<file path="src/rtl/serial_adder_ctrl.sv">
// Bit-serial adder: one full-adder cell walks the operands LSB-first over
// WIDTH cycles, then presents a registered {cout,sum} with a one-cycle done.

module fulladder (
  input  logic a,
  input  logic b,
  input  logic cin,
  output logic s,
  output logic c
);
  assign s = a ^ b ^ cin;
  assign c = (a & b) | (cin & (a ^ b));
endmodule

module serial_adder_ctrl #(
  parameter int WIDTH = 8
) (
  input  logic             clk,
  input  logic             rst,
  input  logic             start,
  input  logic [WIDTH-1:0] a,
  input  logic [WIDTH-1:0] b,
  input  logic             cin,
  output logic             busy,
  output logic             done,
  output logic [WIDTH-1:0] sum,
  output logic             cout
);
  localparam int CW = $clog2(WIDTH) + 1;

  typedef enum logic [1:0] {IDLE, RUN, DONE} state_t;

  state_t           state, state_nxt;
  logic [WIDTH-1:0] a_sh, b_sh;
  // Holds bits 0..WIDTH-2; the final bit joins straight from the cell.
  logic [WIDTH-2:0] res_sh;
  logic [WIDTH-1:0] res_nxt;
  logic             carry;
  logic [CW-1:0]    cnt;
  logic             fa_s, fa_c;
  logic             last_bit;

  fulladder u_fa (
    .a   (a_sh[0]),
    .b   (b_sh[0]),
    .cin (carry),
    .s   (fa_s),
    .c   (fa_c)
  );

  assign res_nxt  = {fa_s, res_sh};
  assign last_bit = (state == RUN) && (cnt == CW'(WIDTH - 1));
  assign busy     = (state == RUN);
  assign done     = (state == DONE);

  always_comb begin
    state_nxt = state;
    case (state)
      IDLE:    if (start) state_nxt = RUN;
      RUN:     if (last_bit) state_nxt = DONE;
      DONE:    state_nxt = IDLE;
      default: state_nxt = IDLE;
    endcase
  end

  always_ff @(posedge clk or posedge rst) begin
    if (rst) state <= IDLE;
    else     state <= state_nxt;
  end

  always_ff @(posedge clk or posedge rst) begin
    if (rst) begin
      a_sh   <= '0;
      b_sh   <= '0;
      res_sh <= '0;
      carry  <= 1'b0;
      cnt    <= '0;
      sum    <= '0;
      cout   <= 1'b0;
    end else begin
      case (state)
        IDLE: if (start) begin
          a_sh  <= a;
          b_sh  <= b;
          carry <= cin;
          cnt   <= '0;
        end
        RUN: begin
          a_sh   <= {1'b0, a_sh[WIDTH-1:1]};
          b_sh   <= {1'b0, b_sh[WIDTH-1:1]};
          res_sh <= res_nxt[WIDTH-1:1];
          carry  <= fa_c;
          // Stops at WIDTH-1, so the counter never reaches a wrap point.
          if (!last_bit) cnt <= cnt + CW'(1);
          if (last_bit) begin
            sum  <= res_nxt;
            cout <= fa_c;
          end
        end
        default: ;
      endcase
    end
  end
endmodule

</file>
<file path="config.mk">
export PLATFORM = sky130hd
export DESIGN_NAME = serial_adder_ctrl
export DESIGN_NICKNAME = d
export VERILOG_FILES = /design/src/rtl/serial_adder_ctrl.sv
export SDC_FILE = /design/constraint.sdc
export NUM_CORES = 1
export LEC_CHECK = 0
export CORE_MARGIN = 1
export CORE_UTILIZATION = 47
export CTS_CLUSTER_SIZE = 24
export DETAILED_ROUTE_END_ITERATION = 10
export GPL_TIMING_DRIVEN = 0
export PLACE_DENSITY = 0.75
export SLEW_MARGIN = 0
export SYNTH_ARGS = -nofsm -noshare
export SYNTH_HDL_FRONTEND = slang
export SYNTH_HIERARCHICAL = 1
export SYNTH_SLANG_ARGS = --single-unit
</file>
<file path="constraint.sdc">
create_clock -name clk -period 1.6 [get_ports clk]
set_input_delay 0.24 -clock clk [delete_from_list [all_inputs] [get_ports clk]]
set_output_delay 0.24 -clock clk [all_outputs]
set_load 0.01 [all_outputs]
</file>
# Word-level counts from Yosys, hierarchy flattened
# Index checks and enable logic that the tools add are counted.
[word_totals] inputBits=20 word_cells=39 register_bits=39
[op_classes] n_bitwise=5 n_reduce_logical=7 n_eq_ne=6 add_sub_neg=1 mux=12
[op_table] cell="8-bit case mux with 2 select lines" n=2
[op_table] cell="8-bit two-way mux" n=2
[op_table] cell="4-bit two-way mux" n=2
[op_table] cell="4-bit case mux with 2 select lines" n=1
[op_table] cell="2-bit AND reduction" n=3
[op_table] cell="4-bit by 1-bit adder with 4-bit output (second input constant)" n=1
[op_table] cell="4-bit by 3-bit equality test with 1-bit output (second input constant)" n=1
[op_table] cell="2-bit two-way mux" n=2
[op_table] cell="2-bit inequality test (second input constant)" n=2
[op_table] cell="2-bit case mux with 2 select lines" n=1
[op_table] cell="3-bit AND reduction" n=1
[op_table] cell="1-bit bitwise AND" n=2
[op_table] cell="2-bit by 1-bit equality test with 1-bit output (second input constant)" n=1
[op_table] cell="2-bit equality test (second input constant)" n=1
[op_table] cell="2-bit zero test" n=1
[op_table] cell="2-bit by 1-bit inequality test with 1-bit output (second input constant)" n=1
[op_table] cell="1-bit case mux with 2 select lines" n=1
[op_table] cell="2-bit nonzero test" n=1
[op_table] cell="1-bit bitwise XOR" n=2
[op_table] cell="1-bit logical AND" n=1
[op_table] cell="1-bit two-way mux" n=1
[op_table] cell="1-bit bitwise OR" n=1

# Logic depth before layout (Yosys ltp)
[logic_depth] depth_word=4 ltp_mapped=7 ltp_nobuf=4

# By module
# Netlist, hierarchy kept.
[by_module_without_submodules] mod="serial_adder_ctrl" seq_area_each_um2=975.9 area_per_inst_um2=1749.2 n_inst=1 cells_each=154
[by_module_without_submodules] mod="fulladder" seq_area_each_um2=0.0 area_per_inst_um2=20.0 n_inst=1 cells_each=1

# Least setup slack after synthesis
# OpenSTA, ideal clock, no wires.
[synth_timing] kind="flip-flop to flip-flop" start="register cnt[0]" end="register cout" slack_ns=-0.007 stages_incl_launch_ff=7 setup_time_ns=0.125 period_less_slack_ns=1.607 required_time_ns=1.475 arrival_ns=1.482 n_path_buf=2 cell_sequence="dfrtp_1 > ha_1 > and3b_1 > buf_6 > and2_4 > buf_6 > mux2_4"
[synth_via] elab_chain_cells=3
[synth_rtl] item="start, declared" line_no="39" text="logic [CW-1:0] cnt;"
[synth_rtl] item="start signal, assigned" line_no="94" text="if (!last_bit) cnt <= cnt + CW'(1);"
[synth_rtl] item="4-bit by 3-bit equality test with 1-bit output" line_no="52" text="assign last_bit = (state == RUN) && (cnt == CW'(WIDTH - 1));"
[synth_rtl] item="1-bit logical AND" line_no="52"
[synth_rtl] item="2-bit AND reduction (no source line)"
[synth_rtl] item="end signal, assigned" line_no="79" text="cout <= 1'b0;"
[synth_rtl] item="end signal, assigned" line_no="97" text="cout <= fa_c;"
[synth_rtl] item="end, declared" line_no="27" text="output logic cout"
# Every way passes these cells.
# A chain may end at the register's enable or synchronous reset.

# Final worst setup path
[layout_timing] start="register state[0]" end="output port busy"
[layout_via] elab_chain_cells=1
[layout_rtl] item="start, declared" line_no="33" text="state_t state, state_nxt;"
[layout_rtl] item="start signal, assigned" line_no="68" text="else state <= state_nxt;"
[layout_rtl] item="2-bit by 1-bit equality test with 1-bit output" line_no="53" text="assign busy = (state == RUN);"
[layout_rtl] item="end, declared" line_no="24" text="output logic busy,"
# Every way passes these cells.

==> key figures <==
Critical path
  – Arrival time at the worst endpoint: roughly 1300 ps
  – CP Launch Type: flop
  – Crit path kind: reg2out
  – CP max stage cell: dfrtp_1
  – CP Capture Type: primary output
  – CP cell instances: buf_6, nand2b_4, buf_12, inv_8, buf_8, buf_2
  – Reg2reg start: cnt[1]$_DFFE_PP0P_
  – Crit path max fanout: 10
  – FF-to-FF path depth: 5
  – Critical Path RT: 1360 ps
  – Crit path largest cell delay: 370 ps
  – Worst reg2reg path endpoint: sum[1]$_DFFE_PP0P_
  – Flop-to-flop setup slack: ~70 ps

Power and ir drop
  – Maximum vdd drop: between 0.7 and 0.8 mV
  – Static Leakage: roughly 1.1 nW
  – Power per cell area: 1949 mW/mm²
  – Total Power: about 4.4 mW

Placement
  – Post-DP HPWL: 2251 µm
  – Port buffer count: 30
  – Cell Area, Placed: roughly 0.0021 mm²
  – Placer Congestion: 0.7343

Synthesis
  – Cell count after synthesis: ~160
  – Async set-reset flop share out of synthesis: 100.0%
  – Cell variety after synth: 27
  – Avg Synthesized Cell Area: between 10 and 15 µm²
  – Sequential fraction of the synthesis area: a little under three fifths
  – Register bit total from synthesis: 39
  – EDFF count, synth: 0
  – Synth Cell Area: roughly 0.0018 mm²
  – Yosys warns: 6
  – Top FF cell, synth: dfrtp_1
  – Synthesized net count: between 150 and 200

Routing
  – DRC: 0
  – Total number of vias: between 1000 and 1500
  – DRT antenna net count: 0
  – First-pass DRT Iterations: 4
  – Initial DRC Count: 40
  – WL final: approximately 3300 µm
  – Vias/cell: 5.140
  – Wire per inst: about 14 µm

GRT
  – Vias in the first global route: about 1300
  – Largest net degree at the start of global routing: 40
  – Initial antenna violation count: 0
  – Aggregate global-route resource usage: 18.67%
  – Grt total ovfl: 0
  – First-pass GRT wire length: 5727 µm

Final layout
  – Commonest non-fill, non-tap cells in the layout: dfrtp_1, nand2_1, clkdlybuf4s50_1, o21ai_0, mux2i_1
  – ANT cells: 0
  – Layout cells sized above 1: 18.37%
  – Final Cell Area: approximately 0.0023 mm²
  – Area grow syn2layout: 28.36%
  – Most common cell after layout, fill and taps aside: dfrtp_1
  – Nets: roughly 220
  – Final core occ: around 65%

STA
  – Tmin final: around 1600 ps
  – Clk_skew: approximately 5.2 ps
  – Post-route clock period utilization: a little over nine tenths
  – RSZ-0062 raised after global routing: true
  – Final hold vios: 0
  – Slew headroom: roughly 48%
  – Max-slew violation count: 0
  – Slew @ Worst Pin: approximately 780 ps
  – F_max: ~640 MHz
  – Final setup vio count: 0

Clock tree
  – TritonCTS Buffers: 5
  – Clock buffer depth: 2
  – CTS sink cnt: 39
  – Clock transition at the registers of the reported paths: around 70 ps
  – H-Tree Depth: 2
  – CTS tree: built
  – CTS root buf: clkbuf_8
  – Clock Latency Late Sink: 290 ps

Hold path
  – HP Class: in2async

Floorplan
  – Row count: 21
  – Top Ports: 31
  – Core ar.: around 0.0035 mm²
  – Die height: about 63 µm
  – Die Area: between 0.004 and 0.005 mm²
  – Die width: between 60 and 70 µm
  – Initial core utilization: about half

Flow run
  – Max-cap viol count: 0

Status
  – Status: completed
sequential cells by signal (all words and copies together) (netlist names):
register,cells
state,2
carry,1
a_sh,8
cout,1
cnt,4
res_sh,7
sum,8
b_sh,8
critical path, delay by kind of cell (launching register included):
family | cells | cell delay, ps
AND/OR/NAND/NOR | 1 | 70
buffers and inverters | 5 | 590
flip-flops | 1 | 370
cell usage after synthesis (2+ instances only):
cell type | number | area, µm²
mux2_4 | 9 | 135.1
buf_2 | 2 | 10.01
nand3_1 | 5 | 25.02
o21ai_0 | 16 | 80.08
nor2_1 | 3 | 11.26
buf_6 | 3 | 33.78
a22o_1 | 2 | 17.52
mux2i_1 | 15 | 150.1
clkbuf_1 | 2 | 7.510
dfrtp_1 | 39 | 975.9
inv_1 | 3 | 11.26
a21oi_1 | 4 | 20.02
nand2_1 | 38 | 142.6
worst max path at each step:
stage	from	end	depth (start not counted)	slack [ps]
floorplan	cnt[0]$_DFFE_PP0P_	cout$_DFFE_PP0P_	6	20
global placement	rst	a_sh[7]$_DFFE_PP0P_	2	-310
detailed placement	start	a_sh[2]$_DFFE_PP0P_	4	-150
CTS	cnt[0]$_DFFE_PP0P_	sum[1]$_DFFE_PP0P_	5	9
global route	state[1]$_DFFE_PP0P_	busy	5	-7
finish	state[0]$_DFFE_PP0P_	busy	6	50
metrics by stage:
| stage | hold WS, ps | std cells | TNS, ps | setup WS, ps |
|---|---|---|---|---|
| final | 415.5 | 242 | 0 | 46.00 |
| after global routing | 508.1 | 242 | -6.784 | -6.784 |
| after CTS | 452.1 | 241 | 0 | 9.413 |
| after detailed placement | 472.1 | 231 | -2045 | -148.3 |
| after global placement | 460.8 | 231 | -13070 | -307.4 |
| after floorplan | 372.5 | 155 | 0 | 21.62 |
where the power goes:
group / switching (mW) / internal (mW)
combinational: 0.866 / 1.02
clock: 0.329 / 0.504
sequential: 0.272 / 1.43
total: 1.47 / 2.96
per-layer routing:
| layer | part of all wire (%) | global-route usage, % | vias up |
|---|---|---|---|
| met2 | 49 | 31.38 | 34 |
| met4 | 2.4 | 8.523 | 0 |
| met5 | 0 | 0 | - |
| met3 | 4.8 | 3.623 | 10 |
| li1 | - | - | 605 |
| met1 | 43 | 23.01 | 595 |
cells by family after synthesis:
family | count (synthesis) | share of synthesized area [%]
buf+inv | 13 | 5.729
mux | 24 | 16.12
fa+ha+maj | 2 | 1.839
flops | 39 | 55.16
simple gates | 52 | 12.94
compound gates | 25 | 8.204
cell type report:
| type | instances | area [µm²] |
|---|---|---|
| buffer | 8 | 77.57 |
| clock buffer | 6 | 82.58 |
| clock inverter | 2 | 35.03 |
| fill | 290 | 1197 |
| inverter | 4 | 22.52 |
| multi-input combinational | 104 | 703.2 |
| sequential | 39 | 975.9 |
| tap | 46 | 57.56 |
| timing repair buffer | 33 | 316.6 |
timing repair:
action / CTS / global route
resized for setup: 7 / 5
pin swaps: 1 / 0
gates cloned: 0 / 1
hold buffers: 0 / 0
setup endpoints to repair: 11 / 17
setup buffers: 3 / 0
Power figures use the tool's default switching activity.
